--- config.mk ---
export PLATFORM = sky130hd
export DESIGN_NAME = univ_shift_reg_flat
export DESIGN_NICKNAME = d
export VERILOG_FILES = /design/src/rtl/usr_pkg.sv /design/src/rtl/univ_shift_reg_if.sv /design/src/rtl/usr_step.sv /design/src/rtl/univ_shift_reg.sv /design/src/flat_wrapper.sv
export SDC_FILE = /design/constraint.sdc
export NUM_CORES = 1
export LEC_CHECK = 0
export CORE_ASPECT_RATIO = 0.6
export CORE_MARGIN = 2
export CORE_UTILIZATION = 35
export DETAILED_ROUTE_END_ITERATION = 16
export GPL_ROUTABILITY_DRIVEN = 0
export PLACE_DENSITY = 0.55
export SLEW_MARGIN = 25
export SYNTH_ARGS = -nofsm -noshare
export SYNTH_HDL_FRONTEND = slang
export SYNTH_SLANG_ARGS = --single-unit
--- constraint.sdc ---
create_clock -name clk -period 2.39 [get_ports clk]
set_clock_uncertainty 0.05 [all_clocks]
set_input_delay 0.478 -clock clk [delete_from_list [all_inputs] [get_ports clk]]
set_output_delay 0.478 -clock clk [all_outputs]
set_load 0.05 [all_outputs]
--- src/rtl/usr_pkg.sv ---
`default_nettype none
// ---------------------------------------------------------------------------
// usr_pkg : shared types and the single-step shift/rotate function
// Rev 1.0 : initial release
// ---------------------------------------------------------------------------
package usr_pkg;

  localparam int unsigned MAX_W = 64;

  typedef logic [MAX_W-1:0] word_t;

  typedef enum logic [2:0] {
    MODE_HOLD = 3'b000,
    MODE_LOAD = 3'b001,
    MODE_SHL  = 3'b010,
    MODE_SHR  = 3'b011,
    MODE_ROL  = 3'b100,
    MODE_ROR  = 3'b101,
    MODE_ASR  = 3'b110,
    MODE_RSVD = 3'b111
  } mode_e;

  typedef enum logic [0:0] {
    ST_IDLE  = 1'b0,
    ST_BURST = 1'b1
  } state_e;

  typedef struct packed {
    word_t q;
    logic  out_bit;
    logic  shifted;
  } step_t;

  // Operates on a w-bit value held in the low bits of a MAX_W word.
  // LOAD is not handled here (no data operand); it returns q unchanged.
  function automatic step_t step_f(input word_t q, input mode_e mode,
                                   input logic ser_lsb, input logic ser_msb,
                                   input int unsigned w);
    word_t mask;
    word_t top;
    word_t shl;
    word_t shr;
    logic  msb;
    logic  lsb;
    step_t r;
    mask = (w >= MAX_W) ? '1 : ((word_t'(1) << w) - word_t'(1));
    top  = word_t'(1) << (w - 1);
    msb  = |(q & top);
    lsb  = q[0];
    shl  = (q << 1) & mask;
    shr  = q >> 1;
    r.q       = q;
    r.out_bit = 1'b0;
    r.shifted = 1'b0;
    case (mode)
      MODE_SHL: begin r.q = shl | word_t'(ser_lsb);       r.out_bit = msb; r.shifted = 1'b1; end
      MODE_SHR: begin r.q = shr | (ser_msb ? top : '0);   r.out_bit = lsb; r.shifted = 1'b1; end
      MODE_ROL: begin r.q = shl | word_t'(msb);           r.out_bit = msb; r.shifted = 1'b1; end
      MODE_ROR: begin r.q = shr | (lsb ? top : '0);       r.out_bit = lsb; r.shifted = 1'b1; end
      MODE_ASR: begin r.q = shr | (msb ? top : '0);       r.out_bit = lsb; r.shifted = 1'b1; end
      default:  ;
    endcase
    return r;
  endfunction

endpackage
`default_nettype wire

--- src/rtl/univ_shift_reg_if.sv ---
`default_nettype none
// ---------------------------------------------------------------------------
// univ_shift_reg_if : control/data bundle for the universal shift register
// Rev 1.0 : initial release
// ---------------------------------------------------------------------------
interface univ_shift_reg_if #(
  parameter int WIDTH = 4,
  parameter int CNT_W = 3
);
  logic             en;
  logic [2:0]       mode;
  logic [WIDTH-1:0] d;
  logic             ser_lsb;
  logic             ser_msb;
  logic             start;
  logic [CNT_W-1:0] amount;
  logic [WIDTH-1:0] q;
  logic             ser_out;
  logic             busy;
  logic             done;

  modport master (
    output en, mode, d, ser_lsb, ser_msb, start, amount,
    input  q, ser_out, busy, done
  );

  modport slave (
    input  en, mode, d, ser_lsb, ser_msb, start, amount,
    output q, ser_out, busy, done
  );
endinterface
`default_nettype wire

--- src/rtl/usr_step.sv ---
`default_nettype none
// ---------------------------------------------------------------------------
// usr_step : combinational single step (load/shift/rotate) of a WIDTH-bit word
// Rev 1.0 : initial release
// ---------------------------------------------------------------------------
module usr_step
  import usr_pkg::*;
#(
  parameter int WIDTH = 4
) (
  input  logic [WIDTH-1:0] i_q,
  input  mode_e            i_mode,
  input  logic [WIDTH-1:0] i_d,
  input  logic             i_ser_lsb,
  input  logic             i_ser_msb,
  output logic [WIDTH-1:0] o_q_next,
  output logic             o_out_bit,
  output logic             o_shifted
);

  word_t w_q;
  step_t w_res;

  assign w_q       = word_t'(i_q);
  assign w_res     = step_f(w_q, i_mode, i_ser_lsb, i_ser_msb, WIDTH);
  assign o_q_next  = (i_mode == MODE_LOAD) ? i_d : w_res.q[WIDTH-1:0];
  assign o_out_bit = w_res.out_bit;
  assign o_shifted = w_res.shifted;

  // Upper bits of the wide result are always zero for WIDTH < MAX_W.
  generate
    if (WIDTH < MAX_W) begin : g_pad
      logic unused_hi;
      assign unused_hi = |w_res.q[MAX_W-1:WIDTH];
    end
  endgenerate

endmodule
`default_nettype wire

--- src/rtl/univ_shift_reg.sv ---
`default_nettype none
// ---------------------------------------------------------------------------
// univ_shift_reg : universal shift register with multi-step burst engine
// Rev 1.0 : initial release
// ---------------------------------------------------------------------------
module univ_shift_reg
  import usr_pkg::*;
#(
  parameter int WIDTH = 4,
  parameter int CNT_W = 3
) (
  input  logic                   clk,
  input  logic                   rst,
  univ_shift_reg_if.slave        bus
);

  state_e           state_q,   state_d;
  logic [CNT_W-1:0] count_q,   count_d;
  mode_e            mode_q,    mode_d;
  logic [WIDTH-1:0] q_q,       q_d;
  logic             ser_out_q, ser_out_d;
  logic             done_q,    done_d;

  mode_e            w_in_mode;
  mode_e            w_step_mode;
  logic [WIDTH-1:0] w_step_q;
  logic             w_step_out;
  logic             w_step_shifted;
  logic             w_one_shot;

  assign w_in_mode = mode_e'(bus.mode);

  // A zero-length burst request still occupies one edge, as a HOLD.
  always_comb begin
    w_step_mode = w_in_mode;
    if (state_q == ST_BURST)
      w_step_mode = mode_q;
    else if (bus.start && (bus.amount == '0))
      w_step_mode = MODE_HOLD;
  end

  assign w_one_shot = (bus.amount == '0) || (bus.amount == CNT_W'(1)) ||
                      (w_in_mode == MODE_HOLD) || (w_in_mode == MODE_LOAD) ||
                      (w_in_mode == MODE_RSVD);

  usr_step #(.WIDTH(WIDTH)) u_step (
    .i_q       (q_q),
    .i_mode    (w_step_mode),
    .i_d       (bus.d),
    .i_ser_lsb (bus.ser_lsb),
    .i_ser_msb (bus.ser_msb),
    .o_q_next  (w_step_q),
    .o_out_bit (w_step_out),
    .o_shifted (w_step_shifted)
  );

  always_ff @(posedge clk) begin
    if (rst) begin
      state_q   <= ST_IDLE;
      count_q   <= '0;
      mode_q    <= MODE_HOLD;
      q_q       <= '0;
      ser_out_q <= 1'b0;
      done_q    <= 1'b0;
    end else begin
      state_q   <= state_d;
      count_q   <= count_d;
      mode_q    <= mode_d;
      q_q       <= q_d;
      ser_out_q <= ser_out_d;
      done_q    <= done_d;
    end
  end

  always_comb begin
    state_d   = state_q;
    count_d   = count_q;
    mode_d    = mode_q;
    q_d       = q_q;
    ser_out_d = ser_out_q;
    done_d    = 1'b0;
    if (bus.en) begin
      q_d = w_step_q;
      if (w_step_shifted)
        ser_out_d = w_step_out;
      case (state_q)
        ST_IDLE: begin
          if (bus.start) begin
            mode_d = w_in_mode;
            if (w_one_shot) begin
              done_d = 1'b1;
            end else begin
              state_d = ST_BURST;
              count_d = bus.amount - CNT_W'(1);
            end
          end
        end
        ST_BURST: begin
          count_d = count_q - CNT_W'(1);
          if (count_q == CNT_W'(1)) begin
            state_d = ST_IDLE;
            done_d  = 1'b1;
          end
        end
        default: state_d = ST_IDLE;
      endcase
    end
  end

  always_comb begin
    bus.q       = q_q;
    bus.ser_out = ser_out_q;
    bus.busy    = (state_q == ST_BURST);
    bus.done    = done_q;
  end

endmodule
`default_nettype wire

--- src/flat_wrapper.sv ---
// flat-port wrapper written by rule: the top's interface ports become plain ports
module univ_shift_reg_flat import usr_pkg::*;
#(
  parameter int WIDTH = 4,
  parameter int CNT_W = 3
)
  (clk, rst, bus_en, bus_mode, bus_d, bus_ser_lsb, bus_ser_msb, bus_start, bus_amount, bus_q, bus_ser_out, bus_busy, bus_done);
  univ_shift_reg_if #(.WIDTH(WIDTH), .CNT_W(CNT_W)) bus_i ();
  input  logic clk;
  input  logic rst;
  input wire logic [$bits(bus_i.en)-1:0] bus_en;
  input wire logic [$bits(bus_i.mode)-1:0] bus_mode;
  input wire logic [$bits(bus_i.d)-1:0] bus_d;
  input wire logic [$bits(bus_i.ser_lsb)-1:0] bus_ser_lsb;
  input wire logic [$bits(bus_i.ser_msb)-1:0] bus_ser_msb;
  input wire logic [$bits(bus_i.start)-1:0] bus_start;
  input wire logic [$bits(bus_i.amount)-1:0] bus_amount;
  output wire logic [$bits(bus_i.q)-1:0] bus_q;
  output wire logic [$bits(bus_i.ser_out)-1:0] bus_ser_out;
  output wire logic [$bits(bus_i.busy)-1:0] bus_busy;
  output wire logic [$bits(bus_i.done)-1:0] bus_done;
  assign bus_i.en = bus_en;
  assign bus_i.mode = bus_mode;
  assign bus_i.d = bus_d;
  assign bus_i.ser_lsb = bus_ser_lsb;
  assign bus_i.ser_msb = bus_ser_msb;
  assign bus_i.start = bus_start;
  assign bus_i.amount = bus_amount;
  assign bus_q = bus_i.q;
  assign bus_ser_out = bus_i.ser_out;
  assign bus_busy = bus_i.busy;
  assign bus_done = bus_i.done;
  univ_shift_reg #(.WIDTH(WIDTH), .CNT_W(CNT_W)) u_core (.clk(clk), .rst(rst), .bus(bus_i));
endmodule
* Word-level counts from Yosys, hierarchy flattened
Cells that the tools add are included.
Operators by class: $add $sub $neg 2, div/mod/pow operators 0, reductions and logical operators 13, bitwise logic cells 7, muxes and demuxes 18, $lt $le $gt $ge 0, equal/unequal tests 12, shifts and indexed selects 0, multipliers 0
Operator list (count):
- 6-bit one-hot mux with 5 select lines | 1
- 4-bit two-way mux | 4
- 3-bit by 1-bit == test with 1-bit output, second input constant | 4
- 3-bit == test, second input constant | 4
- 3-bit two-way mux | 4
- 3-bit by 4-bit OR with 4-bit output | 3
- 4-bit by 1-bit OR with 4-bit output | 2
- 3-bit by 2-bit == test with 1-bit output, second input constant | 2
- 3-bit zero test | 2
- 1-bit two-way mux | 6
- 3-bit one-hot mux with 2 select lines | 1
- 3-bit AND reduction | 2
- 6-bit nonzero test | 1
- 3-bit by 1-bit subtractor with 3-bit output, second input constant | 2
- 1-bit logical OR | 4
- 2-bit inequality test, second input constant | 2
- 1-bit one-hot mux with 2 select lines | 2
- 2-bit AND reduction | 2
- 1-bit NOT | 2
- 2-bit OR reduction | 1
- 1-bit logical AND | 1
Storage, ports and cells: ROM bits 0, memories kept 0, register bits after elaboration 13, output and inout port bits 7, bits in latches 0, bits in writable memories 0, input bits 16

* Longest topological paths before layout
depth after elaboration 8, mapped depth 8

* Modules after synthesis
A second synthesis with hierarchy kept.
Unflattened totals: cells, all modules 135, area total of the unflattened synthesis 1073.5 um^2
By module, submodules not included:
- univ_shift_reg | area each 763.2 um^2, times used 1, cells an instance 89
- usr_step | area each 310.3 um^2, times used 1, cells an instance 46

* Least setup slack after synthesis
OpenSTA, ideal clock, no wires.
path kind reg-to-reg, start point reg u_core.state_q, in the netlist u_core.bus.busy, end point reg u_core.q_q[0], in the netlist u_core.bus.q[0], path slack 474 ps, buffers on the path 1, stages on the path, launching flop included 7, arrival time 1723 ps, path through dfxtp_1 > buf_6 > mux2i_1 > nor2_2 > maj3_2 > o21ai_1 > a311oi_1
On the way: longest elaborated chain between the ends 4
Ends and longest elaborated chain:
- start: declaration | RTL line univ_shift_reg.sv:17 | state_e state_q, state_d;
- start signal: assignment | RTL line univ_shift_reg.sv:66 | state_q <= state_d;
- 3-bit two-way mux (*) | RTL line univ_shift_reg.sv:36 | if (state_q == ST_BURST)
- 3-bit == test, or another cell as far along | RTL line usr_pkg.sv:55 | case (mode)
- 6-bit one-hot mux with 5 select lines / 6-bit nonzero test (equally long branches)
- 4-bit two-way mux / 2-bit AND reduction (equally long branches)
- end signal: assignment | RTL line univ_shift_reg.sv:69 | q_q <= q_d;
- end: declaration | RTL line univ_shift_reg.sv:20 | logic [WIDTH-1:0] q_q, q_d;
Every way passes the cells marked *; elsewhere a longest branch is shown, timed or not. A chain may end at the register's enable or synchronous reset.

* Worst setup path in the final report
start point in bus_amount[0], end point reg u_core.q_q[2], in the netlist u_core.bus.q[2]
On the way: longest elaborated chain between the ends 7
Ends and longest elaborated chain:
- start: declaration | RTL line flat_wrapper.sv:17 | input wire logic [$bits(bus_i.amount)-1:0] bus_amount;
- 3-bit zero test (*) | RTL line univ_shift_reg.sv:38 | else if (bus.start && (bus.amount == '0))
- 1-bit logical AND (*) | RTL line univ_shift_reg.sv:38
- 3-bit two-way mux (*) | RTL line univ_shift_reg.sv:38
- 3-bit two-way mux (*) | RTL line univ_shift_reg.sv:36
- 3-bit == test, or another cell as far along | RTL line usr_pkg.sv:55
- 6-bit one-hot mux with 5 select lines / 6-bit nonzero test (equally long branches)
- 4-bit two-way mux / 2-bit AND reduction (equally long branches)
Marks and branches as above.

==> metrics.txt <==
Pint 473 uW; global-route wire length before repair 4.66 mm; fmax 435 MHz; Fillers 280; switching power share of the total 0.351; # DRC 0; CTS tree yes; status finished clean; Avg Cell Area, Syn 8.69 um^2; MaxCap Viol Count 0; # IOs 23; Reg area 260 um^2; crit path capture type flop; TritonCTS Buffers 3; Layout Nets 176; Initial Util 0.369; WL final 2.87 mm; Post-Syn Area 1060 um^2; Clock Tree Buf Depth 2; port bufs 22; static leakage power 0.527 nW; Hold Crit Class flop to flop; DP Wirelength 2.31 mm; Pwr Density 513 nW/um^2; busiest grt layer met1; drt first pass iters 4; DR vias 1,021; Post-synth EDFFs 0; met2 usage 0.253; largest net degree at the start of global routing 14; worst slack at placement -0.159 ns; Max VDD drop 383 uV; vias in the first global route 962; RSZ-0062 raised after global routing no; htree depth 1; antenna violations before repair 0; Final ANT Viol Nets 0; CP arrival 2.36 ns; final slew viol count 0; clock share of power 0.280; P&R area growth vs syn 34.1%; Net Switching 256 uW; Tcrit/Tclk final 0.962; vias per inst 5.21; most frequent cells in the layout clkdlybuf4s50_1, dfxtp_1, buf_4, nand2_1, a21oi_1; prevailing post-synth register cell dfxtp_1; final hold vios 0; XOR/XNOR Fraction of Synth Area 0.0236; CTS clk-pin slew, worst paths 0.06 ns; fraction of the mapped netlist area in adder cells 0.0909; syn nets 143; share of post-route cells with drive strength above 1 0.214; Core Area 2870 um^2; Cells after Synth 122; # resized after CTS 0; leading cell type in the layout, fill and taps excluded clkdlybuf4s50_1; DP Area 1380 um^2; register share of total power 0.349; GR met1 Demand/Resource 0.280; number of diodes 0; Worst Tran Pin Value 0.550 ns; gr ovfl total 0; GRT Overall Usage 0.186; hold_ws 0.433 ns; CTS root buffer clkbuf_8; mux cell area share after synthesis 0.0980; Comb power frac 0.371; Async SR Flop Fraction 0; Tmin final 2.30 ns; Simple-Gate Fraction of Synth Area 0.250; Yosys cell types 46; crit path max fanout 4; clk sinks 13; sequential-to-total area share from yosys stat 0.246; area of the multi-input gates 743 um^2; Synth Register Bits 13; clk_lat worst skew 0.25 ns; setup violators final 0; wire per inst 14.7 um; row count 15; Critical Path Source Type primary input; Compound-Gate Fraction of Synth Area 0.238; Ys Warns 0; GR Util met3 0.0569; Slew Limit Headroom 0.632; fin area 1420 um^2; largest family of logic cells by synthesized area simple AND/OR/NAND/NOR gates; # hold bufs at CTS 0; Req. time, crit path 2.45 ns; Die Wd 75.0 um; Die ar. 3500 um^2; min setup slack post-route 0.0917 ns; die height 46.6 um; Post-CTS Setup Bufs 0; critical path class primary input to flop; initial DRC count 96
-- layout make-up --
type / instances / area share
Timing Repair Buffer: 33 / 0.211
Tap cell: 42 / 0.0370
Clock inverter: 1 / 0.00352
Sequential cell: 13 / 0.183
Inverter: 5 / 0.0132
Multi-Input combinational cell: 99 / 0.523
Clock buffer: 3 / 0.0290
-- logic make-up after synthesis --
group | count (synthesis)
AOI/OAI and AO/OA | 36
buffers and inverters | 10
adders and majority gates | 8
and+or+nand+nor | 44
xor gates and xnor gates | 2
DFF | 13
muxes | 9
-- flip-flops by register name, summed over array words and instances, names as in the netlist --
register and count:
u_core.count_q 3, u_core.mode_q 3, u_core.bus.busy 1, u_core.bus.q 4, u_core.bus.done 1, u_core.bus.ser_out 1
-- cells in the mapped netlist, drive strengths merged (3+ instances only) --
cell     n  area (um^2)
nand2   13         58.8
nor2     8         40.0
maj3     3         33.8
nand3   10         50.1
inv      5         18.8
mux2i    7         73.8
ha       5         62.6
a211oi   3         27.5
a21oi   11         55.1
dfxtp   13          260
nor2b    3         18.8
buf      3         30.0
o21ai    6         30.0
o211ai   3         22.5
-- power by group through the flow --
stage / Clock [mW] / Sequential (mW) / Combinational, mW
floorplan: 0 / 0.287 / 0.144
global placement: 0 / 0.259 / 0.268
detailed placement: 0 / 0.259 / 0.268
CTS: 0.206 / 0.254 / 0.270
global route: 0.218 / 0.256 / 0.293
finish: 0.204 / 0.255 / 0.271
-- metal layers --
metal / up-vias / share of wire
met3: 2 / 0.086
met1: 455 / 0.52
met5: - / 0
met2: 48 / 0.38
li1: 516 / -
met4: 0 / 0.0077
-- worst max-delay path, stage by stage --
cell             delay [ns]
clkdlybuf4s50_1        0.48
inv_1                  0.06
ha_1                   0.27
and4bb_4               0.26
nor2_2                 0.18
nor2_1                 0.11
a221oi_1               0.40
a211oi_1               0.12
-- per-stage QoR --
stage                     setup TNS (ns)  instances  power [mW]   util
after detailed placement          -0.473        192       0.526  0.479
after global placement            -0.343        192       0.527  0.479
after floorplan                        0        122       0.430      -
after global routing                   0        196       0.767  0.495
final                                  0        196       0.730  0.495
after CTS                              0        196       0.730  0.495
-- final timing paths --
kind / startpoint / slack (ns) / cells after the start / endpoint
setup reg to reg: u_core.bus.busy / 0.36 / 5 / u_core.bus.q[3]
setup / recovery: bus_amount[0] / 0.09 / 8 / u_core.bus.q[2]
hold / removal: u_core.mode_q[1] / 0.43 / 2 / u_core.mode_q[1]
hold reg to reg: u_core.mode_q[1] / 0.43 / 2 / u_core.mode_q[1]
Power figures use the tool's default switching activity.
